File: src/rtl/lvds_rx_pkg.sv
// Shared definitions for the LVDS receive path: alignment FSM states,
// standard clock-lane patterns and default timing values.
package lvds_rx_pkg;

  typedef enum logic [2:0] {
    IDLE   = 3'd0,
    CHECK  = 3'd1,
    SLIP   = 3'd2,
    SETTLE = 3'd3,
    VERIFY = 3'd4,
    LOCKED = 3'd5,
    FAIL   = 3'd6
  } align_state_e;

  // Clock-lane words seen on a correctly aligned 7:1 link.
  localparam logic [6:0] RX_CLK_PT_1100011 = 7'b1100011;
  localparam logic [6:0] RX_CLK_PT_1100001 = 7'b1100001;

  localparam int unsigned DEF_WORD_W     = 7;
  localparam int unsigned DEF_SETTLE_CYC = 4;
  localparam int unsigned DEF_LOCK_CNT   = 8;
  localparam int unsigned DEF_UNLOCK_CNT = 4;
  localparam int unsigned DEF_MAX_SLIPS  = 2 * DEF_WORD_W;

endpackage

File: src/rtl/lvds_word_align_fsm.sv
// Word-alignment controller for one LVDS clock lane. Slips the deserializer
// until the clock-lane word matches the expected pattern, qualifies lock over
// a run of matches and drops it after a run of misses.
//
// state  | meaning
// IDLE   | disabled, counters clear
// CHECK  | compare clock_word once, decide verify / slip / fail
// SLIP   | one-cycle slip request to the deserializer
// SETTLE | ignore clock_word while the deserializer re-aligns
// VERIFY | counting consecutive matches toward lock
// LOCKED | aligned; counting consecutive misses toward unlock
// FAIL   | slip budget exhausted, held until disable
module lvds_word_align_fsm
  import lvds_rx_pkg::*;
#(
  parameter int unsigned       WORD_W      = DEF_WORD_W,
  parameter logic [WORD_W-1:0] CLK_PATTERN = WORD_W'(RX_CLK_PT_1100011),
  parameter int unsigned       SETTLE_CYC  = DEF_SETTLE_CYC,
  parameter int unsigned       LOCK_CNT    = DEF_LOCK_CNT,
  parameter int unsigned       UNLOCK_CNT  = DEF_UNLOCK_CNT,
  parameter int unsigned       MAX_SLIPS   = DEF_MAX_SLIPS
) (
  input  logic                               clk,
  input  logic                               rst,
  input  logic                               align_enable,
  input  logic [WORD_W-1:0]                  clock_word,
  output logic                               slip,
  output logic                               locked,
  output logic                               align_fail,
  output logic                               word_match,
  output logic [$clog2(MAX_SLIPS+1)-1:0]     slip_count
);

  localparam int unsigned CNT_W    = $clog2(MAX_SLIPS + 1);
  localparam int unsigned MATCH_W  = $clog2(LOCK_CNT + 1);
  localparam int unsigned MISS_W   = $clog2(UNLOCK_CNT + 1);
  localparam int unsigned SETTLE_W = $clog2(SETTLE_CYC + 1);

  align_state_e        state_q, state_d;
  logic [CNT_W-1:0]    slip_cnt_q, slip_cnt_d;
  logic [MATCH_W-1:0]  match_cnt_q, match_cnt_d;
  logic [MISS_W-1:0]   miss_cnt_q, miss_cnt_d;
  logic [SETTLE_W-1:0] settle_cnt_q, settle_cnt_d;
  logic                slip_q, slip_d;
  logic                locked_q, locked_d;
  logic                fail_q, fail_d;
  logic                match_q;
  logic                is_match;
  logic                budget_gone;

  assign is_match    = (clock_word == CLK_PATTERN);
  assign budget_gone = (slip_cnt_q == CNT_W'(MAX_SLIPS));

  // Next-state, counter and registered-output decode.
  always_comb begin
    state_d      = state_q;
    slip_cnt_d   = slip_cnt_q;
    match_cnt_d  = match_cnt_q;
    miss_cnt_d   = miss_cnt_q;
    settle_cnt_d = settle_cnt_q;
    if (!align_enable) begin
      state_d      = IDLE;
      slip_cnt_d   = '0;
      match_cnt_d  = '0;
      miss_cnt_d   = '0;
      settle_cnt_d = '0;
    end else begin
      unique case (state_q)
        IDLE: state_d = CHECK;
        CHECK: begin
          if (is_match) begin
            if (LOCK_CNT == 1) begin
              state_d = LOCKED;
            end else begin
              state_d     = VERIFY;
              match_cnt_d = MATCH_W'(1);
            end
          end else begin
            state_d = budget_gone ? FAIL : SLIP;
          end
        end
        SLIP: begin
          if (!budget_gone) slip_cnt_d = slip_cnt_q + 1'b1;
          settle_cnt_d = SETTLE_W'(SETTLE_CYC);
          state_d      = SETTLE;
        end
        SETTLE: begin
          settle_cnt_d = settle_cnt_q - 1'b1;
          if (settle_cnt_q <= SETTLE_W'(1)) begin
            settle_cnt_d = '0;
            state_d      = CHECK;
          end
        end
        VERIFY: begin
          if (is_match) begin
            if (match_cnt_q == MATCH_W'(LOCK_CNT - 1)) begin
              match_cnt_d = '0;
              state_d     = LOCKED;
            end else begin
              match_cnt_d = match_cnt_q + 1'b1;
            end
          end else begin
            match_cnt_d = '0;
            state_d     = budget_gone ? FAIL : SLIP;
          end
        end
        LOCKED: begin
          if (is_match) begin
            miss_cnt_d = '0;
          end else if (miss_cnt_q == MISS_W'(UNLOCK_CNT - 1)) begin
            miss_cnt_d = '0;
            slip_cnt_d = '0;
            state_d    = CHECK;
          end else begin
            miss_cnt_d = miss_cnt_q + 1'b1;
          end
        end
        FAIL:    state_d = FAIL;
        default: state_d = IDLE;
      endcase
    end
    // slip is high exactly while in SLIP; locked only while staying in LOCKED,
    // so it rises the cycle after entry and falls on the dropping miss.
    slip_d   = (state_d == SLIP);
    locked_d = (state_q == LOCKED) && (state_d == LOCKED);
    fail_d   = (state_d == FAIL);
  end

  // State, counters and registered outputs.
  always_ff @(posedge clk or posedge rst) begin
    if (rst) begin
      state_q      <= IDLE;
      slip_cnt_q   <= '0;
      match_cnt_q  <= '0;
      miss_cnt_q   <= '0;
      settle_cnt_q <= '0;
      slip_q       <= 1'b0;
      locked_q     <= 1'b0;
      fail_q       <= 1'b0;
      match_q      <= 1'b0;
    end else begin
      state_q      <= state_d;
      slip_cnt_q   <= slip_cnt_d;
      match_cnt_q  <= match_cnt_d;
      miss_cnt_q   <= miss_cnt_d;
      settle_cnt_q <= settle_cnt_d;
      slip_q       <= slip_d;
      locked_q     <= locked_d;
      fail_q       <= fail_d;
      match_q      <= is_match;
    end
  end

  assign slip       = slip_q;
  assign locked     = locked_q;
  assign align_fail = fail_q;
  assign word_match = match_q;
  assign slip_count = slip_cnt_q;

endmodule

File: config.mk
export PLATFORM = sky130hd
export DESIGN_NAME = lvds_word_align_fsm
export DESIGN_NICKNAME = d
export VERILOG_FILES = /design/src/rtl/lvds_rx_pkg.sv /design/src/rtl/lvds_word_align_fsm.sv
export SDC_FILE = /design/constraint.sdc
export NUM_CORES = 1
export LEC_CHECK = 0
export ABC_AREA = 1
export CORE_ASPECT_RATIO = 0.6
export CORE_MARGIN = 5
export CORE_UTILIZATION = 48
export CTS_BUF_LIST = sky130_fd_sc_hd__clkbuf_8 sky130_fd_sc_hd__clkbuf_16
export DETAILED_ROUTE_END_ITERATION = 10
export PLACE_DENSITY = 0.74
export SLEW_MARGIN = 40
export SYNTH_ARGS = -nofsm -noshare
export SYNTH_HDL_FRONTEND = slang
export SYNTH_SLANG_ARGS = --single-unit
File: constraint.sdc
create_clock -name clk -period 1.2 [get_ports clk]
set_input_delay 0.24 -clock clk [delete_from_list [all_inputs] [get_ports clk]]
set_output_delay 0.24 -clock clk [all_outputs]
set_load 0.01 [all_outputs]
==> run metrics, run 1 <==
Crit Path Class=reg -> reg; r2r startpoint=slip_count[0]; R2R Setup Slk=-0.23 ns; Final min period=~1.4 ns; total track usage=0.1998; Critical Path RT=1.38 ns; layout cells sized above 1=0.4709; Clock Power Share=0.234; Setup WS pre-CTS=-0.4662 ns; failing checks=negative setup slack; cell leakage power=approximately 1.0 nW; number of synthesis warnings=0; Final Util=0.8092; status=finished, violations left; FF-to-FF path depth=9; TritonCTS clock tree=done; DRC errors left=0; Initial DRT Pass Iterations=4; Max Root-Sink Buffers=2; setup TNS=-2.331 ns; Die X=approximately 76 um; register area share after synthesis=0.4192; Placed Cells incl. Taps=240; synthesized area per cell=a little under 8 sq um; post-DR wirelength/cell=about 17 um; synthesis-stage register bit count=21; largest net degree at the start of global routing=22; CORE AREA=2505 sq um; post-layout power=slightly below 2 mW; Peak VDD IR=between 0.0005 and 0.0006 V; area of placed instances=about 1700 sq um; initial antenna violation count=0; Area Overhead vs Synth=61.68%; WP data arrival=~1.6 ns; chip height=roughly 50 um; Max Clock Freq=696.9 MHz; Hold WS=approximately 0.29 ns; area of the multi-input gates=about 810 sq um; Via density=about 5.5; clock tree root driver cell=clkbuf_8; PnR worst setup slack=-0.2349 ns; hpwl dp=between 2 and 3 mm; layout net count=240; Reg area=roughly 530 sq um; Pins Over Slew Limit=0; sequential share of power=0.420; RSZ-0062 raised after global routing=yes; clk_lat worst skew=roughly 0.26 ns; Switch Pwr=around 0.64 mW; CTS H-tree depth=1; Hold Path Class=in -> async; CTS Sinks=21; Sw Share=0.3257; top cell type's share of synthesized area=0.4192; Syn Inst Count=between 150 and 200; Commonest cells post-synth=37 x nand2_1, 21 x dfrtp_1, 19 x nor2_1, 18 x inv_1, 18 x nand3_1; pwr dens=973.4 nW/um^2; Mapped Area=1254 sq um; clk_skew=about 0.0070 ns; Mapped Nets=between 150 and 200; DRT antenna net count=0; Final Cell Area=~2000 sq um; asr flop ratio synth=1.000; max capacitance violation total=0; PortBufs=17; Synth cell types=27; Post-synth EDFFs=0; final hold viol count=0; number of global-route vias before repair=around 1400; starting density of the core=0.5005; Worst Setup End Kind=flop; final setup violation count=15; die area=3767 sq um; non-filler cells, final=approximately 260; Iter 0 DRT Violations=between 100 and 150; maximum fanout along the worst path=8; antenna fix cells=0; Core Rows=14; Reg2Reg Capture Point=slip_count[0]; total congestion overflow=0; crit start category=flop; top cells by area, synth=dfrtp_1 42%, nand2_1 11%, nand3_1 7.2%, ha_1 6.0%, nor2_1 5.7%; Comb power frac=0.346; Ports=18; WL final=~4.3 mm; slew margin rel.=0.7946; post-synth top area cell=dfrtp_1; first-pass GRT wire length=around 6.1 mm; Placer Congestion=between 0.8 and 0.9; Final period util=1.196; Reg clk slew, reported paths=around 0.080 ns; CTS buffer count=3; Pint=approximately 1.3 mW; Top FF cell, synth=dfrtp_1; most frequent cell after synthesis=nand2_1; vias post-DR=between 1000 and 1500; fillers=148; worst slew pin tran=0.3081 ns
==> critical path, cell delays in order, from the launching register on <==
cell     delay, ns
dfrtp_1       0.43
buf_6         0.15
inv_4         0.05
ha_4          0.13
nand3_4       0.07
o21ai_4       0.15
o21ai_4       0.09
nand2_4       0.12
nand2_1       0.06
o21ai_1       0.11
==> area by class of cell <==
cell class | count | share of cell area
multi-input combinational | 117 | 0.4006
clock buffer | 3 | 0.02037
tap | 32 | 0.01975
timing repair buffer | 59 | 0.2543
inverter | 22 | 0.04198
sequential | 21 | 0.2605
clock inverter | 1 | 0.002469
==> power by group through the flow <==
stage	Clock (mW)	Combinational [mW]	Sequential (mW)
2_1_floorplan	0	0.235	0.841
3_3_place_gp	0	0.467	0.824
3_5_place_dp	0	0.492	0.829
4_1_cts	0.473	0.520	0.815
5_1_grt	0.512	0.741	0.834
6_report	0.462	0.682	0.829
==> worst max path at each step <==
stage,slack (ns),cells after the start,end,from
finish,-0.23,9,slip_count[0],slip_count[0]
global route,-0.30,8,slip_count[0],state_q[1]
CTS,-0.17,9,slip_count[0],slip_count[0]
detailed placement,-0.47,10,slip,clock_word[0]
global placement,-0.39,7,slip,align_enable
floorplan,-0.007,7,slip_count[1],slip_count[0]
==> state kept, by name (all words and copies together) (netlist names) <==
name / count
match_cnt_q: 4
slip_count: 4
miss_cnt_q: 3
settle_cnt_q: 3
state_q: 3
align_fail: 1
locked: 1
slip: 1
word_match: 1
==> cell families (layout without fill, tap and decap cells) <==
logic type	Yosys count	in the layout	share of synthesized area
AO/OA/AOI/OAI	19	19	0.09182
XOR/XNOR	1	1	0.006987
adder cells (fa/ha/maj)	6	6	0.05988
buffers and inverters	24	85	0.08082
flip-flops	21	21	0.4192
multiplexers	1	1	0.007984
AND/OR/NAND/NOR	90	90	0.3333
==> metal layers <==
layer / GRT usage / vias to the layer above / routed length (um)
met5: 0 / - / 0
li1: - / 650 / -
met3: 0.05273 / 12 / 216
met4: 0.07692 / 0 / 84
met1: 0.2302 / 697 / 1768
met2: 0.3551 / 50 / 2255
==> timing repair <==
item	4_1_cts	5_1_grt
setup endpoints to repair	27	25
pin swaps	12	25
gates resized for setup	28	52
cloned	0	0
hold endpoints to repair	0	0
setup buffers	3	10
hold buffers	0	0
==> cells in the final DEF (no fill, tap or decap), drive strengths merged <==
| cell | n |
|---|---|
| a22oi | 1 |
| nor3 | 3 |
| dlymetal6s2s | 4 |
| dlygate4sd2 | 6 |
| xor2 | 1 |
| buf | 43 |
| or2 | 3 |
| clkdlybuf4s50 | 2 |
| nand4 | 3 |
| nand2 | 40 |
| clkinv | 1 |
| inv | 22 |
| ha | 6 |
| nand3 | 20 |
| clkdlybuf4s15 | 3 |
| nor2 | 20 |
| mux2i | 1 |
| clkbuf | 4 |
| a21oi | 3 |
| dfrtp | 21 |
| nand3b | 1 |
| a21boi | 1 |
| o22ai | 1 |
| o21ai | 13 |
Power figures use the tool's default switching activity.
==> inputs of run 2 (changes only) <==
- SKIP_LAST_GASP: not set -> 1
- SLEW_MARGIN: 40 -> 20
==> run 2 against run 1 <==
Net effect:
- the flow still finishes with violations (negative setup slack)
- routed wire length decreased by 5.2%
- maximum frequency up 1.1%
- global-route usage stayed put
- worst setup slack improved by 0.016 ns
- critical path type unchanged
- largest power group unchanged
==> run metrics, run 2 (synthesis gave the netlist of run 1 again) <==
Worst Setup End Kind=flop; clock tree root driver cell=clkbuf_8; final setup violation count=15 (unchanged); area of placed instances=1712 sq um (unchanged); Switch Pwr=0.6430 mW (about the same); fillers=151 (+2.0%); Initial DRT Pass Iterations=4 (unchanged); crit-path most repeated cell=nor2_2; Placer Congestion=0.8630 (unchanged); total track usage=0.1998 (unchanged); layout net count=240 (unchanged); Pint=1.331 mW (about the same); Crit-path slowest cell=dfrtp_2; RSZ-0062 raised after global routing=yes; Peak VDD IR=0.0005889 V (+2.2%); clk_skew=0.007290 ns (+0.0003080 ns); crit-path max cell delay=0.47 ns (+0.04 ns); antenna fix cells=0 (unchanged); Iter 0 DRT Violations=65 (-46%); WL final=4.099 mm (-5.2%); CTS H-tree depth=1 (unchanged); family with the most delay on the worst path=simple AND/OR/NAND/NOR gates; CTS buffer count=3 (unchanged); pwr dens=977.6 nW/um^2 (+0.44%); worst slew pin tran=0.3212 ns (+0.01304 ns); r2r startpoint=state_q[2]; CTS Sinks=21 (unchanged); Via density=5.400 (-2.3%); DRC errors left=0 (unchanged); sequential share of power=0.420 (about the same); Hold-fix buffers, CTS=0 (unchanged); Pins Over Slew Limit=0 (unchanged); Reg clk slew, reported paths=0.08 ns (about the same); most frequent cells in the layout=36 x buf_4, 31 x nand2_1, 19 x dfrtp_1; Max Root-Sink Buffers=2 (unchanged); commonest non-fill, non-tap cell in the layout=buf_4; Ports=18 (unchanged); Die X=75.98 um (unchanged); Sw Share=0.3257 (about the same); status=finished, violations left; Critical Path RT=1.40 ns (+0.02 ns); WP data arrival=1.62 ns (about the same); Setup WS pre-CTS=-0.4662 ns (unchanged); die area=3767 sq um (unchanged); slew margin rel.=0.7859 (-0.008697); first-pass GRT wire length=6.058 mm (unchanged); failing checks=negative setup slack; cell leakage power=1.028 nW (-0.11%); starting density of the core=0.5005 (unchanged); Final Cell Area=2019 sq um (-0.37%); post-DR wirelength/cell=16.07 um (-5.2%); max capacitance violation total=0 (unchanged); chip height=49.59 um (unchanged); initial antenna violation count=0 (unchanged); crit start category=flop; chain of cells forming the critical path=nand3b_1, nor2_2, nor2_1, nand2_1, nand3_2, nor2_2; PnR worst setup slack=-0.2189 ns (+0.01594 ns); Max Clock Freq=704.8 MHz (+1.1%); Area Overhead vs Synth=61.08%; Crit Path Class=reg -> reg; DRT antenna net count=0 (unchanged); critical path launch point=state_q[2]; final hold viol count=0 (unchanged); total congestion overflow=0 (unchanged); number of global-route vias before repair=1360 (unchanged); PortBufs=17 (unchanged); Final min period=1.419 ns (-0.01594 ns); hpwl dp=2.635 mm (unchanged); Clock Power Share=0.238 (+0.004); TritonCTS clock tree=done; Hold Path Class=in -> async; worst path bufs/invs=0 (-2); Comb power frac=0.342 (-0.004); Final period util=1.182 (-0.01329); vias post-DR=1377 (-2.3%); largest net degree at the start of global routing=22 (unchanged); maximum fanout along the worst path=6 (-2); layout cells sized above 1=0.4709 (unchanged); clk_lat worst skew=0.27 ns (about the same); Core Rows=14 (unchanged); CORE AREA=2505 sq um (unchanged)
==> run 2: worst paths after layout <==
kind | slack (ns) | cells past startpoint | end
setup / recovery | -0.22 | 6 | slip
max in group asynchronous | 0.76 | 3 | state_q[2]
hold / removal | 0.29 | 3 | slip_count[0]
min in group clk | 0.34 | 3 | word_match
setup reg to reg | -0.22 | 6 | slip
hold reg to reg | 0.54 | 2 | settle_cnt_q[1]
==> run 2: per-stage QoR <==
| step | util | TNS [ns] | power (mW) | hold slack (ns) | std cells |
|---|---|---|---|---|---|
| after CTS | 0.7188 | -1.432 | 1.808 | 0.2945 | 247 |
| after floorplan | - | -0.008237 | 1.076 | 0.2165 | 162 |
| final | 0.8062 | -2.268 | 1.974 | 0.2854 | 255 |
| after global placement | 0.6833 | -5.835 | 1.291 | 0.4777 | 240 |
| after detailed placement | 0.6833 | -6.913 | 1.321 | 0.4985 | 240 |
| after global routing | 0.8062 | -3.573 | 2.077 | 0.3189 | 255 |
==> run 2: power by group through the flow <==
stage,logic (mW),registers [mW],clock network [mW]
final,0.676,0.830,0.469
after detailed placement,0.492,0.829,0
after global routing,0.731,0.834,0.512
after floorplan,0.235,0.841,0
after global placement,0.467,0.824,0
after CTS,0.520,0.815,0.473
==> run 2: area by class of cell <==
cell class	instances	area, sq um	area share
Timing Repair Buffer	59	515.5	0.2553
Multi-Input combinational cell	117	804.5	0.3984
Inverter	22	85.08	0.04213
Sequential cell	21	528.0	0.2615
Clock inverter	1	5.005	0.002478
Clock buffer	3	41.29	0.02045
Tap cell	32	40.04	0.01983
==> run 2: layer usage <==
| layer | up-vias | wire (um) | GRT usage | part of all wire |
|---|---|---|---|---|
| met5 | - | 0 | 0 | 0 |
| met4 | 0 | 135 | 0.07692 | 0.033 |
| met3 | 13 | 160 | 0.05273 | 0.039 |
| met2 | 34 | 2061 | 0.3551 | 0.50 |
| met1 | 684 | 1742 | 0.2302 | 0.42 |
| li1 | 646 | - | - | - |
==> run 2: worst reg2reg max path, cell delays in order (launching register included) <==
cell and delay [ns]:
dfrtp_2 0.47, nand3b_1 0.33, nor2_2 0.16, nor2_1 0.07
nand2_1 0.08, nand3_2 0.12, nor2_2 0.13
==> run 2: repair_timing <==
action | CTS | global route
setup endpoints to repair | 27 | 25
pin swaps | 12 | 25
buffers inserted | 3 | 10
gates resized for setup | 28 | 51
==> inputs of run 3 (changes only) <==
- CORE_UTILIZATION: 48 -> 50
- CTS_BUF_LIST: sky130_fd_sc_hd__clkbuf_8 sky130_fd_sc_hd__clkbuf_16 -> sky130_fd_sc_hd__clkbuf_8
- CTS_CLUSTER_DIAMETER: not set -> 80
- PLACE_DENSITY: 0.74 -> 0.76
==> run 3 against run 2 <==
Net effect:
- the flow still finishes with violations (negative setup slack)
- routed wire length is 3.4% higher
- power is 1.4% lower
- sequential power is 3.5% lower
- critical path depth is 1 higher
- combinational power is 1% lower
- critical path type unchanged
- largest cell class unchanged
==> run metrics, run 3 (synthesis gave the netlist of run 1 again) <==
slew margin rel.=0.8135 (+0.02757); die area=3642 sq um (-3.3%); clk_skew=0.002755 ns (-0.004535 ns); CTS H-tree depth=1 (unchanged); antenna fix cells=0 (unchanged); cell leakage power=1.054 nW (+2.5%); status=finished, violations left; PnR worst setup slack=-0.2369 ns (-0.01799 ns); r2r startpoint=state_q[0]; Peak VDD IR=0.0005853 V (-0.62%); TritonCTS clock tree=done; Iter 0 DRT Violations=143 (+120%); total congestion overflow=0 (unchanged); Crit Path Class=reg -> reg; PortBufs=17 (unchanged); RSZ-0062 raised after global routing=yes; number of global-route vias before repair=1275 (-6.3%); crit-path max cell delay=0.42 ns (-0.05 ns); GR peak layer=met2; worst path bufs/invs=1 (+1); setup TNS=-1.837 ns (+0.4310 ns); vias post-DR=1429 (+3.8%); Die X=74.65 um (-1.8%); post-DR wirelength/cell=16.42 um (+2.2%); Worst Setup End Kind=flop; chip height=48.79 um (-1.6%); hpwl dp=2.504 mm (-5.0%); Max Clock Freq=695.9 MHz (-1.3%); Final Util=0.8219 (+0.01575); most frequent cells in the layout=41 x buf_4, 29 x nand2_1, 20 x dfrtp_1; total track usage=0.2092 (+0.009419); Pins Over Slew Limit=0 (unchanged); commonest non-fill, non-tap cell in the layout=buf_4; WL final=4.237 mm (+3.4%); maximum fanout along the worst path=4 (-2); failing checks=negative setup slack; layout net count=243 (+1.3%); M1 GR Usage=0.2657 (+0.03548); first-pass GRT wire length=5.768 mm (-4.8%); final setup violation count=13 (-2); grt met2 use=0.3426 (-0.01255); Via density=5.539 (+2.6%); Max Root-Sink Buffers=2 (unchanged); Reg2Reg Capture Point=align_fail; crit start category=flop; Final period util=1.197 (+0.01499); initial antenna violation count=0 (unchanged); Ports=18 (unchanged); CTS buffer count=3 (unchanged); Crit-path slowest cell=dfrtp_1; Placer Congestion=0.8218 (-4.8%); worst slew pin tran=0.2798 ns (-0.04136 ns); FF-to-FF path depth=7 (+1); CORE AREA=2452 sq um (-2.1%); Reg clk slew, reported paths=0.08 ns (about the same); clock tree root driver cell=clkbuf_8; final hold viol count=0 (unchanged); CTS Sinks=21 (unchanged); Critical Path RT=1.36 ns (-0.04 ns); Core Rows=14 (unchanged); max capacitance violation total=0 (unchanged); chain of cells forming the critical path=buf_6, nand3b_1, nor2_1, nor2_2, nand2_1, nand3_2, nor2_1; Final min period=1.437 ns (+0.01799 ns); layout cells sized above 1=0.4381 (-0.03280); met3 usage=0.06584 (+0.01312); pwr dens=966.1 nW/um^2 (-1.2%); DRT antenna net count=0 (unchanged); DRC errors left=0 (unchanged); WP data arrival=1.60 ns (-0.02 ns); clk_lat worst skew=0.27 ns (about the same); R2R Setup Slk=-0.24 ns (-0.02 ns); Hold Path Class=in -> async; crit-path most repeated cell=nor2_1; starting density of the core=0.5112 (+0.01072); Worst path depth=7 (+1); family with the most delay on the worst path=simple AND/OR/NAND/NOR gates; Initial DRT Pass Iterations=4 (unchanged); Area Overhead vs Synth=60.78%; largest net degree at the start of global routing=22 (unchanged)
-- run 3: cell type report --
class,instances,area [sq um]
sequential,21,526.8
multi-input combinational,117,799.5
fill,142,436.7
timing repair buffer,62,518.0
inverter,22,85.08
clock buffer,3,41.29
clock inverter,1,5.005
tap,32,40.04
-- run 3: report_power, final --
part | internal [mW] | leakage, nW | switching [mW]
Sequential | 0.760 | 0.282 | 0.0417
Combinational | 0.315 | 0.747 | 0.351
Clock | 0.232 | 0.0255 | 0.248
-- run 3: per-stage QoR --
stage          std cells  hold slack (ns)  power (mW)  cell area [sq um]  worst slack (ns)
2_1_floorplan        162           0.2165       1.076               1275         -0.006809
3_3_place_gp         244           0.4780       1.309               1729           -0.3752
3_5_place_dp         244           0.4833       1.337               1729           -0.5089
6_report             258           0.2974       1.947               2016           -0.2369
4_1_cts              252           0.3133       1.849               1883           -0.1996
5_1_grt              258           0.3404       2.038               2016           -0.2887
-- run 3: worst register-to-register path: cells and delay by family (launching register included) --
family | cells | cell delay [ns]
simple gates | 6 | 0.77
flops | 1 | 0.42
buf+inv | 1 | 0.14
-- run 3: routing by layer --
metal	share of wire	routed length (um)
met5	0	0
met4	0.027	113
met3	0.072	305
met2	0.50	2108
met1	0.40	1709
-- run 3: timing repair --
| action | in CTS | in global routing |
|---|---|---|
| gates resized for setup | 34 | 34 |
| pin swaps | 10 | 8 |
| endpoints found under the setup margin | 26 | 24 |
| hold buffers | 0 | 0 |
| buffers inserted | 4 | 6 |
-- run 3: worst max-delay path by stage --
stage	start	end	slack [ns]
3_3_place_gp	clock_word[1]	slip_count[0]	-0.38
6_report	state_q[0]	align_fail	-0.24
3_5_place_dp	clock_word[1]	slip_count[0]	-0.51
2_1_floorplan	slip_count[0]	slip_count[1]	-0.007
4_1_cts	slip_count[1]	slip_count[1]	-0.20
5_1_grt	state_q[2]	slip	-0.29
==> variant 1 (config.mk and constraints of run 3) <==
Encoding of `align_state_e`: now one-hot (7 bits for 7 states).
--- a/src/rtl/lvds_rx_pkg.sv
+++ b/src/rtl/lvds_rx_pkg.sv
@@ -3,12 +3,12 @@
 package lvds_rx_pkg;
 
-  typedef enum logic [2:0] {
-    IDLE   = 3'd0,
-    CHECK  = 3'd1,
-    SLIP   = 3'd2,
-    SETTLE = 3'd3,
-    VERIFY = 3'd4,
-    LOCKED = 3'd5,
-    FAIL   = 3'd6
+  typedef enum logic [6:0] {
+    IDLE   = 7'b0000001,
+    CHECK  = 7'b0000010,
+    SLIP   = 7'b0000100,
+    SETTLE = 7'b0001000,
+    VERIFY = 7'b0010000,
+    LOCKED = 7'b0100000,
+    FAIL   = 7'b1000000
   } align_state_e;
 
Check against the original RTL: no difference found for any inputs over 10 cycles, from zero or initial values and one cycle with rst high; not proved beyond that.
==> variant 1 against run 3 <==
- power decreased by 6.8%
- cell area increased by 22%
- sequential cell count increased by 4
- the run still ends with negative setup slack left
- wire length increased by 38%
- critical path type unchanged
- synthesized area increased by 19%
- synthesized cell count increased by 19%
- largest cell class unchanged
- highest routed layer unchanged
- setup slack got worse by 0.22 ns
- largest power group unchanged
- critical path depth increased by 1
==> variant 1: results (changes against run 3) <==
Met3 wire length - 544 um (was 305 um)
Share of cells above drive strength 1 - 51.2% (was 43.8%)
Syn Nets - 208 (was 178)
Post-synthesis compound-gate area fraction - 7.37% (was 9.18%)
Layout Nets - 273 (was 243)
Starting DRT DRC Count - 186 (was 143)
Post-Synth Adder-Cell Area - 5.03% (was 5.99%)
Via count - 1806 (was 1429)
Number of sequential cells - 25 (was 21)
Multi-input combinational area share - 44.8% (was 39.7%)
CTS resizes - 50 (was 34)
Post-Place Cell Area - 0.00199 mm^2 (was 0.00173 mm^2)
P_leak - 1.28 nW (was 1.05 nW)
Endpoints failing setup - 24 (was 13)
Reg power frac - 49.2% (was 41.1%)
GRT met1 Usage - 28.2% (was 26.6%)
Crit path max fanout - 6 (was 4)
Setup ws final - -0.461 ns (was -0.237 ns)
XOR/XNOR Fraction of Synth Area - 2.35% (was 0.699%)
Reg2reg end - state_q[5] (was align_fail)
Signal buf overhead - 22.2% (was 25.7%)
Grt met2 use - 42.0% (was 34.3%)
R2R depth - 8 (was 7)
Worst Path Arrival - 1.83 ns (was 1.60 ns)
Met1 wire length - 2.22 mm (was 1.71 mm)
Violated checks - negative setup slack (unchanged)
Multi-input gates - 143 (was 117)
Worst setup path start - miss_cnt_q[1] (was state_q[0])
Slowest stage delay, CP - 0.40 ns (was 0.42 ns)
Vias in the first global route - 1614 (was 1275)
Drt pass-1 iters - 5 (was 4)
Peak supply drop - 0.763 mV (was 0.585 mV)
Netlist cell types - 31 (was 27)
FF-to-FF Start - miss_cnt_q[1] (was state_q[0])
Outcome - finished with violations (unchanged)
Power per cell area - 738 mW/mm^2 (was 966 mW/mm^2)
Largest net degree at the start of global routing - 26 (was 22)
Worst-margin pin slew - 0.302 ns (was 0.280 ns)
Met2 wire length - 2.78 mm (was 2.11 mm)
Post-DP HPWL - 3.16 mm (was 2.50 mm)
Comb power frac - 22.8% (was 34.2%)
DRT Wirelength - 5.83 mm (was 4.24 mm)
[variant 1: how the worst min path moves through the flow]
stage                  startpoint             to  slack (ns)
floorplan                     rst     align_fail        0.27
global placement    miss_cnt_q[1]  miss_cnt_q[1]        0.47
detailed placement  miss_cnt_q[1]  miss_cnt_q[1]        0.48
CTS                           rst     state_q[1]        0.31
global route                  rst     state_q[1]        0.31
finish                        rst     state_q[1]        0.30
[variant 1: per-stage QoR]
| step | hold WS, ns | total power, mW | std cells | setup TNS [ns] |
|---|---|---|---|---|
| after floorplan | 0.267 | 1.07 | 192 | -0.854 |
| after global placement | 0.469 | 1.18 | 280 | -7.11 |
| after detailed placement | 0.478 | 1.20 | 280 | -8.30 |
| after CTS | 0.313 | 1.72 | 291 | -4.17 |
| after global routing | 0.313 | 1.89 | 298 | -7.94 |
| final | 0.298 | 1.82 | 298 | -6.86 |
==> variant 2 (config.mk and constraints of run 3) <==
Made on the original files. The output `slip` loses its register stage (`slip_q` becomes a continuous assignment).
--- a/src/rtl/lvds_word_align_fsm.sv
+++ b/src/rtl/lvds_word_align_fsm.sv
@@ -135,5 +135,4 @@
       miss_cnt_q   <= '0;
       settle_cnt_q <= '0;
-      slip_q       <= 1'b0;
       locked_q     <= 1'b0;
       fail_q       <= 1'b0;
@@ -145,5 +144,4 @@
       miss_cnt_q   <= miss_cnt_d;
       settle_cnt_q <= settle_cnt_d;
-      slip_q       <= slip_d;
       locked_q     <= locked_d;
       fail_q       <= fail_d;
@@ -151,4 +149,6 @@
     end
   end
+
+  assign slip_q = slip_d;
 
   assign slip       = slip_q;
Behaviour: not the same (a bounded check fails within 4 cycles, from zero or initial values and one cycle with rst high).
==> variant 2 against run 3 <==
- the flow now stops in global routing (5_1_grt)
- synthesized area fell by 3.1%
==> variant 2: results (changes against run 3) <==
IO buf count - 17 (unchanged)
Largest cells by area after synthesis - dfrtp_1 41%, nand3_1 9.5%, nand2_1 8.0%, ha_1 6.2%, inv_1 5.6% (was dfrtp_1 42%, nand2_1 11%, nand3_1 7.2%, ha_1 6.0%, nor2_1 5.7%)
Setup WS pre-CTS - -1.04 ns (was -0.509 ns)
Root Buffer - clkbuf_8 (unchanged)
Async S/R FF share, synth - 100% (unchanged)
Number of flops mapped to enable cells by yosys - 0 (unchanged)
Syn Nets - 172 (was 178)
Post-Place Cell Area - 0.00174 mm^2 (was 0.00173 mm^2)
Worst endpoint type - output port
Sequential share of the synthesized area - 41.2% (was 41.9%)
Syn_area_per_cell - 7.79 um^2 (was 7.74 um^2)
Most used DFF post-synth - dfrtp_1 (unchanged)
GRT repair_timing worst endpoint - slip
H-Tree Depth - 1 (unchanged)
Outcome - stopped before the end (was finished with violations)
CTS Buf Count - 3 (unchanged)
Netlist cell types - 26 (was 27)
Synth top cells by count - 26 x nand2_1, 23 x nand3_1, 20 x dfrtp_1 (was 37 x nand2_1, 21 x dfrtp_1, 19 x nor2_1)
Log Error - [ERROR DPL-0038] Utilization greater than 100%, impossible to legalize
Post-DP HPWL - 2.72 mm (was 2.50 mm)
Count of clock tree sinks - 20 (was 21)
Halt Stage - global routing (5_1_grt)
Ys Warns - 0 (unchanged)
Largest net degree at the start of global routing - 21
Clock tree buffer depth - 2 (unchanged)
Routability cong. - 0.930 (was 0.822)
-- variant 2: changes by cell type after synthesis, moves of 3 or more --
| cell | before | now |
|---|---|---|
| nor2_1 | 19 | 12 |
| nand3_1 | 18 | 23 |
| nand2_2 | 2 | 7 |
| o22ai_1 | 0 | 3 |
| nand2_1 | 37 | 26 |
-- variant 2: through the flow --
step                      util, %  instances  TNS (ns)
after detailed placement     77.6        239     -8.11
after CTS                    91.1        260     -2.98
after floorplan                 -        156    -0.703
after global placement       77.6        239     -7.45
-- variant 2: cells by family after synthesis --
kind of cell	count (synthesis)	synth area share, %
compound gates	23	10.7
xor+xnor	3	2.16
fa+ha+maj	6	6.18
buf+inv	25	8.44
flops	20	41.2
simple gates	79	31.3
-- variant 2: what timing repair did --
action	4_1_cts
gates resized for setup	100
endpoints found under the hold margin	0
gates cloned	0
setup endpoints to repair	26
pin swaps	26
setup buffers	20
